**config.mk**
```make
export PLATFORM = sky130hd
export DESIGN_NAME = key_debouncer_flat
export DESIGN_NICKNAME = d
export VERILOG_FILES = /design/src/rtl/key_debouncer_if.sv /design/src/rtl/key_debouncer.sv /design/src/flat_wrapper.sv
export SDC_FILE = /design/constraint.sdc
export NUM_CORES = 1
export LEC_CHECK = 0
export ABC_CLOCK_PERIOD_IN_PS = 2500
export CAP_MARGIN = 20
export CORE_UTILIZATION = 45
export DETAILED_ROUTE_END_ITERATION = 12
export DONT_BUFFER_PORTS = 1
export PLACE_DENSITY = 0.6
export RECOVER_POWER = 50
export SKIP_CTS_REPAIR_TIMING = 1
export SLEW_MARGIN = 20
export SYNTH_ARGS = -nofsm -noshare
export SYNTH_HDL_FRONTEND = slang
export SYNTH_SLANG_ARGS = --single-unit
```
**constraint.sdc**
```tcl
create_clock -name iClk -period 2.5 [get_ports iClk]
set_clock_uncertainty 0.1 [all_clocks]
set_input_delay 0.625 -clock iClk [delete_from_list [all_inputs] [get_ports iClk]]
set_output_delay 0.625 -clock iClk [all_outputs]
set_load 0.05 [all_outputs]
```
**src/rtl/key_debouncer_if.sv**
```systemverilog
// Key debouncer signal bundle: raw key in, debounced level and press/release pulses out.
// master = key source / consumer side, slave = the debouncer itself.
interface key_debouncer_if;
  logic iKey;
  logic oKey;
  logic oPress;
  logic oRelease;

  modport master (output iKey, input oKey, oPress, oRelease);
  modport slave  (input iKey, output oKey, oPress, oRelease);
endinterface

```
**src/rtl/key_debouncer.sv**
```systemverilog
// Push-button debouncer: 2-flop sync + 4-state stability FSM; oKey moves STABLE_CYCLES+2 edges after input change.
// No backpressure (pulses are fire-and-forget); KEY_DEBOUNCER_REPEAT_EN adds auto-repeat oPress every REPEAT_CYCLES while held.
module key_debouncer #(
  parameter int unsigned STABLE_CYCLES = 1000000,
  parameter int unsigned REPEAT_CYCLES = 25000000
) (
  input  logic     iClk,
  input  logic     iRst,
  key_debouncer_if.slave keyIf
);

  localparam int unsigned CNT_W = (STABLE_CYCLES > 2) ? $clog2(STABLE_CYCLES) : 1;
  localparam logic [CNT_W-1:0] CNT_LAST = CNT_W'(STABLE_CYCLES - 1);
  localparam bit PARAMS_OK = (STABLE_CYCLES >= 32'd2) && (STABLE_CYCLES <= 32'd16777216) &&
                             (REPEAT_CYCLES >= 32'd2) && (REPEAT_CYCLES <= 32'd67108864);

  typedef enum logic [1:0] {
    RELEASED,
    PRESS_WAIT,
    PRESSED,
    RELEASE_WAIT
  } state_t;

  state_t           state;
  state_t           stateNext;
  logic [CNT_W-1:0] cnt;
  logic [CNT_W-1:0] cntNext;
  logic             syncMeta;
  logic             sKey;
  logic             keyQ;
  logic             pressQ;
  logic             releaseQ;
  logic             pressNext;
  logic             releaseNext;
  logic             repeatFire;

  // Raw key is asynchronous; nothing downstream may see it before two flops.
  always_ff @(posedge iClk or posedge iRst) begin
    if (iRst) begin
      syncMeta <= 1'b1;
      sKey     <= 1'b1;
    end else begin
      syncMeta <= keyIf.iKey;
      sKey     <= syncMeta;
    end
  end

`ifdef KEY_DEBOUNCER_REPEAT_EN
  localparam int unsigned REP_W = (REPEAT_CYCLES > 2) ? $clog2(REPEAT_CYCLES) : 1;
  localparam logic [REP_W-1:0] REP_LAST = REP_W'(REPEAT_CYCLES - 1);

  logic [REP_W-1:0] repCnt;

  assign repeatFire = (state == PRESSED) && !sKey && (repCnt == REP_LAST);

  // Counts only while the key stays accepted-pressed; any exit toward release restarts it.
  always_ff @(posedge iClk or posedge iRst) begin
    if (iRst) begin
      repCnt <= '0;
    end else if (state == PRESSED && stateNext == PRESSED) begin
      repCnt <= repeatFire ? '0 : repCnt + REP_W'(1);
    end else begin
      repCnt <= '0;
    end
  end
`else
  assign repeatFire = 1'b0;
`endif

  always_comb begin
    stateNext   = state;
    cntNext     = cnt;
    pressNext   = 1'b0;
    releaseNext = 1'b0;
    case (state)
      RELEASED: begin
        if (!sKey) begin
          stateNext = PRESS_WAIT;
          cntNext   = '0;
        end
      end
      PRESS_WAIT: begin
        if (sKey) begin
          stateNext = RELEASED;
        end else if (cnt == CNT_LAST) begin
          stateNext = PRESSED;
          pressNext = 1'b1;
        end else begin
          cntNext = cnt + CNT_W'(1);
        end
      end
      PRESSED: begin
        if (sKey) begin
          stateNext = RELEASE_WAIT;
          cntNext   = '0;
        end else if (repeatFire) begin
          pressNext = 1'b1;
        end
      end
      RELEASE_WAIT: begin
        if (!sKey) begin
          stateNext = PRESSED;
        end else if (cnt == CNT_LAST) begin
          stateNext   = RELEASED;
          releaseNext = 1'b1;
        end else begin
          cntNext = cnt + CNT_W'(1);
        end
      end
      default: begin
        stateNext = RELEASED;
        cntNext   = '0;
      end
    endcase
  end

  // Outputs are registered from the next state so oKey and the pulses land in the same cycle.
  always_ff @(posedge iClk or posedge iRst) begin
    if (iRst) begin
      state    <= RELEASED;
      cnt      <= '0;
      keyQ     <= 1'b1;
      pressQ   <= 1'b0;
      releaseQ <= 1'b0;
    end else begin
      state    <= stateNext;
      cnt      <= cntNext;
      keyQ     <= !((stateNext == PRESSED) || (stateNext == RELEASE_WAIT));
      pressQ   <= pressNext;
      releaseQ <= releaseNext;
    end
  end

  assign keyIf.oKey     = keyQ;
  assign keyIf.oPress   = pressQ;
  assign keyIf.oRelease = releaseQ;

  assert property (@(posedge iClk) PARAMS_OK);
  assert property (@(posedge iClk) disable iff (iRst) !(pressQ && releaseQ));
  assert property (@(posedge iClk) disable iff (iRst) pressQ |=> !pressQ);
  assert property (@(posedge iClk) disable iff (iRst) releaseQ |=> !releaseQ);
  assert property (@(posedge iClk) disable iff (iRst) pressQ |-> !keyQ);
  assert property (@(posedge iClk) disable iff (iRst) releaseQ |-> keyQ);

endmodule

```
**src/flat_wrapper.sv**
```systemverilog
// flat-port wrapper written by rule: the top's interface ports become plain ports
module key_debouncer_flat 
#(
  parameter int unsigned STABLE_CYCLES = 1000000,
  parameter int unsigned REPEAT_CYCLES = 25000000
)
  (iClk, iRst, keyIf_iKey, keyIf_oKey, keyIf_oPress, keyIf_oRelease);
  key_debouncer_if keyIf_i ();
  input  logic iClk;
  input  logic iRst;
  input wire logic [$bits(keyIf_i.iKey)-1:0] keyIf_iKey;
  output wire logic [$bits(keyIf_i.oKey)-1:0] keyIf_oKey;
  output wire logic [$bits(keyIf_i.oPress)-1:0] keyIf_oPress;
  output wire logic [$bits(keyIf_i.oRelease)-1:0] keyIf_oRelease;
  assign keyIf_i.iKey = keyIf_iKey;
  assign keyIf_oKey = keyIf_i.oKey;
  assign keyIf_oPress = keyIf_i.oPress;
  assign keyIf_oRelease = keyIf_i.oRelease;
  key_debouncer #(.STABLE_CYCLES(STABLE_CYCLES), .REPEAT_CYCLES(REPEAT_CYCLES)) u_core (.iClk(iClk), .iRst(iRst), .keyIf(keyIf_i));
endmodule
```
==> insert_results.sql <==
INSERT INTO impl_metrics (metric_group, metric, value, unit) VALUES
('run_status', 'outcome', 'finished with violations', ''),
('run_status', 'failed_checks', 'DRC', ''),
('synth', 'synthSimpleGateAreaFrac', '0.2613', ''),
('sta', 'layout_worst_path_cycle_share', '0.8866', ''),
('synth', 'post-synth-top-area-cell', 'dfrtp_1', ''),
('cells_and_area', 'antenna_diode_count', '0', ''),
('power_and_ir_drop', 'power.leakage', '0.5670', 'nW'),
('cells_and_area', 'layout.cells.most_common', 'dfrtp_1', ''),
('cells_and_area', 'layout-drive-gt1-share', '0.1118', ''),
('min_path', 'hold_class', 'input pin to register', ''),
('detailed_routing', 'detail_route.drc_violations', '1', ''),
('setup_path', 'crit_path_max_fanout', '15', ''),
('sta', 'setup_repair_after_global_routing_missed_its_margin', 'false', ''),
('sta', 'setup_total_negative_slack', '0', 'ps'),
('placed_design', 'routability_congestion_estimate_from_global_placement', '0.8074', ''),
('sta', 'timing_worst_slew_pin_value', '1400', 'ps'),
('synth', 'synth_compound_gate_area_share', '0.1840', ''),
('placed_design', 'port-buffer-count', '0', ''),
('synth', 'synth_top_cells_by_area', 'dfrtp_1, o21ai_1, dfstp_2, nand2_1, o31ai_1', ''),
('floorplanning', 'die_w', '57.93', 'um'),
('global_routing', 'grt_antenna_before_repair', '0', ''),
('clocking', 'cts.sink_count', '27', ''),
('sta', 'timing_max_transition_violations_final', '0', ''),
('setup_path', 'worst_ep_required_time', '2610', 'ps'),
('synth', 'syn-instance-count', '149', ''),
('synth', 'mappedNetlistArea', '1408', 'um2'),
('setup_path', 'timing.setup.critical_path_class', 'register to register', ''),
('setup_path', 'timing.critical_path.slowest_cell_delay', '560', 'ps'),
('floorplanning', 'num_rows', '19', ''),
('global_routing', 'grt_first_pass_wirelength', '5292', 'um'),
('global_routing', 'grt_util_all_layers', '0.2053', ''),
('cells_and_area', 'synthToLayoutAreaGrowth', '4.089', '%'),
('global_routing', 'grt_max_degree', '28', ''),
('cells_and_area', 'top_library_cells_by_usage_in_the_layout_fill_and_taps_aside', 'dfrtp_1, nand2_1, o21ai_1', ''),
('setup_path', 'timing.critical_path.to_type', 'register', ''),
('setup_path', 'worst_setup_path_start_kind', 'register', ''),
('floorplanning', 'floorplan.io_pins', '6', ''),
('clocking', 'clkLatencyLatePin', '310', 'ps'),
('clocking', 'cts.path.max_buffers', '2', ''),
('synth', 'postSynthAreaPerCell', '9.447', 'um2'),
('detailed_routing', 'initialDrtViolationCount', '39', ''),
('detailed_routing', 'drt.antenna.violating_nets', '0', ''),
('flow_run', 'cap_viol_max_count', '0', ''),
('setup_path', 'cpMaxStageDelayCell', 'or4_4', ''),
('synth', 'yosys_most_used_dff', 'dfrtp_1', ''),
('floorplanning', 'initial_utilization', '0.4934', ''),
('global_routing', 'first_global_vias', '1099', ''),
('synth', 'yosys.area_share.adder', '0.008889', ''),
('synth', 'synth.distinct_cells', '38', ''),
('synth', 'async_flop_share', '1.000', ''),
('cells_and_area', 'postLayoutCellArea', '1465', 'um2'),
('sta', 'timing.slew.headroom', '0.06697', ''),
('clocking', 'cts.root.buffer_cell', 'clkbuf_4', ''),
('detailed_routing', 'via_count', '1139', ''),
('synth', 'total_of_warnings_raised_by_yosys', '0', ''),
('detailed_routing', 'drt-total-wl', '2936', 'um'),
('power_and_ir_drop', 'power.density', '467.7', 'nW/um2'),
('synth', 'post_synth_edffs', '0', ''),
('clocking', 'htree_levels', '1', ''),
('synth', 'synth.area.mux_share', '0', ''),
('sta', 'finalHoldViolCount', '0', ''),
('setup_path', 'reg2reg_depth', '6', ''),
('setup_path', 'timing.critical_path.cells', 'or4_4 > nor4_4 > a21o_4 > inv_2 > nand2_2 > o31ai_1', ''),
('sta', 'layout_min_cycle_time', '2217', 'ps'),
('power_and_ir_drop', 'ir_worst_vdd', '0.3596', 'mV'),
('synth', 'ys_seq_elements', '27', ''),
('synth', 'post_synthesis_net_count', '153', ''),
('detailed_routing', 'drt-vias-per-instance', '6.224', ''),
('global_routing', 'grt_remaining_overflow', '0', ''),
('sta', 'final-setup-viol-count', '0', ''),
('min_path', 'hold_depth', '0', '');
-- power by group --
group | total (mW) | internal, mW | switching (mW)
Combinational | 0.0474 | 0.0124 | 0.0350
Sequential | 0.456 | 0.446 | 0.00938
Clock | 0.182 | 0.0624 | 0.120
Total | 0.685 | 0.521 | 0.164
-- registers in the layout, indices dropped and copies added (netlist names) --
name	cells
u_core.keyIf.oKey	1
u_core.state	2
u_core.cnt	20
u_core.syncMeta	1
u_core.keyIf.oRelease	1
u_core.sKey	1
u_core.keyIf.oPress	1
-- Yosys cell counts, types with 2 or more instances --
cell type  count
a21oi_1        8
and3_1         3
clkbuf_1       2
dfrtp_1       24
dfstp_2        3
inv_1          4
nand2_1       18
nand3_1        5
nand4_1        9
nand4b_1       2
nor2_1        10
nor3_1         2
nor4_1         3
nor4_2         2
o21ai_0        3
o21ai_1       18
o31ai_1        9
xor2_1         4
-- layout make-up --
type	instances	area (um2)
fill	270	1388
tap	31	38.79
clock buffer	4	26.28
multi-input combinational	113	683.2
sequential	27	679.4
inverter	5	18.77
timing repair buffer	3	18.77
-- cell families (layout without fill, tap and decap cells) --
family | after synthesis | in the layout
AOI/OAI and AO/OA | 43 | 43
xor gates and xnor gates | 5 | 5
adders and majority gates | 1 | 1
buffers and inverters | 9 | 12
DFF | 27 | 27
and+or+nand+nor | 64 | 64
-- per-layer routing --
| layer | up-vias | track usage | routed length (um) |
|---|---|---|---|
| met3 | 2 | 0.04018 | 94 |
| met2 | 18 | 0.3186 | 1356 |
| met5 | - | 0 | 0 |
| li1 | 567 | - | - |
| met4 | 0 | 0.04082 | 17 |
| met1 | 552 | 0.3007 | 1468 |
-- critical path: cells and delay by family (launching register included) --
family	cells	cell delay, ps
buffers and inverters	1	80
and+or+nand+nor	3	1090
AOI/OAI and AO/OA	2	380
DFF	1	450
-- worst paths after layout --
check,startpoint,endpoint,slack [ps]
max,u_core.cnt[10],u_core.cnt[13],280
min,keyIf_iKey,u_core.syncMeta,190
max reg2reg,u_core.cnt[10],u_core.cnt[13],280
min reg2reg,u_core.syncMeta,u_core.sKey,270
max in group asynchronous,iRst,u_core.cnt[3],940
min in group asynchronous,iRst,u_core.cnt[16],540
-- metrics by stage --
step,instances,setup WS [ps],util,hold slack (ps)
2_1_floorplan,149,549.2,-,245.2
3_3_place_gp,179,324.8,0.5057,246.5
3_5_place_dp,179,294.7,0.5057,248.8
4_1_cts,183,272.8,0.5149,128.4
5_1_grt,183,153.2,0.5136,150.2
6_report,183,283.4,0.5136,186.1
Power figures use the tool's default switching activity.
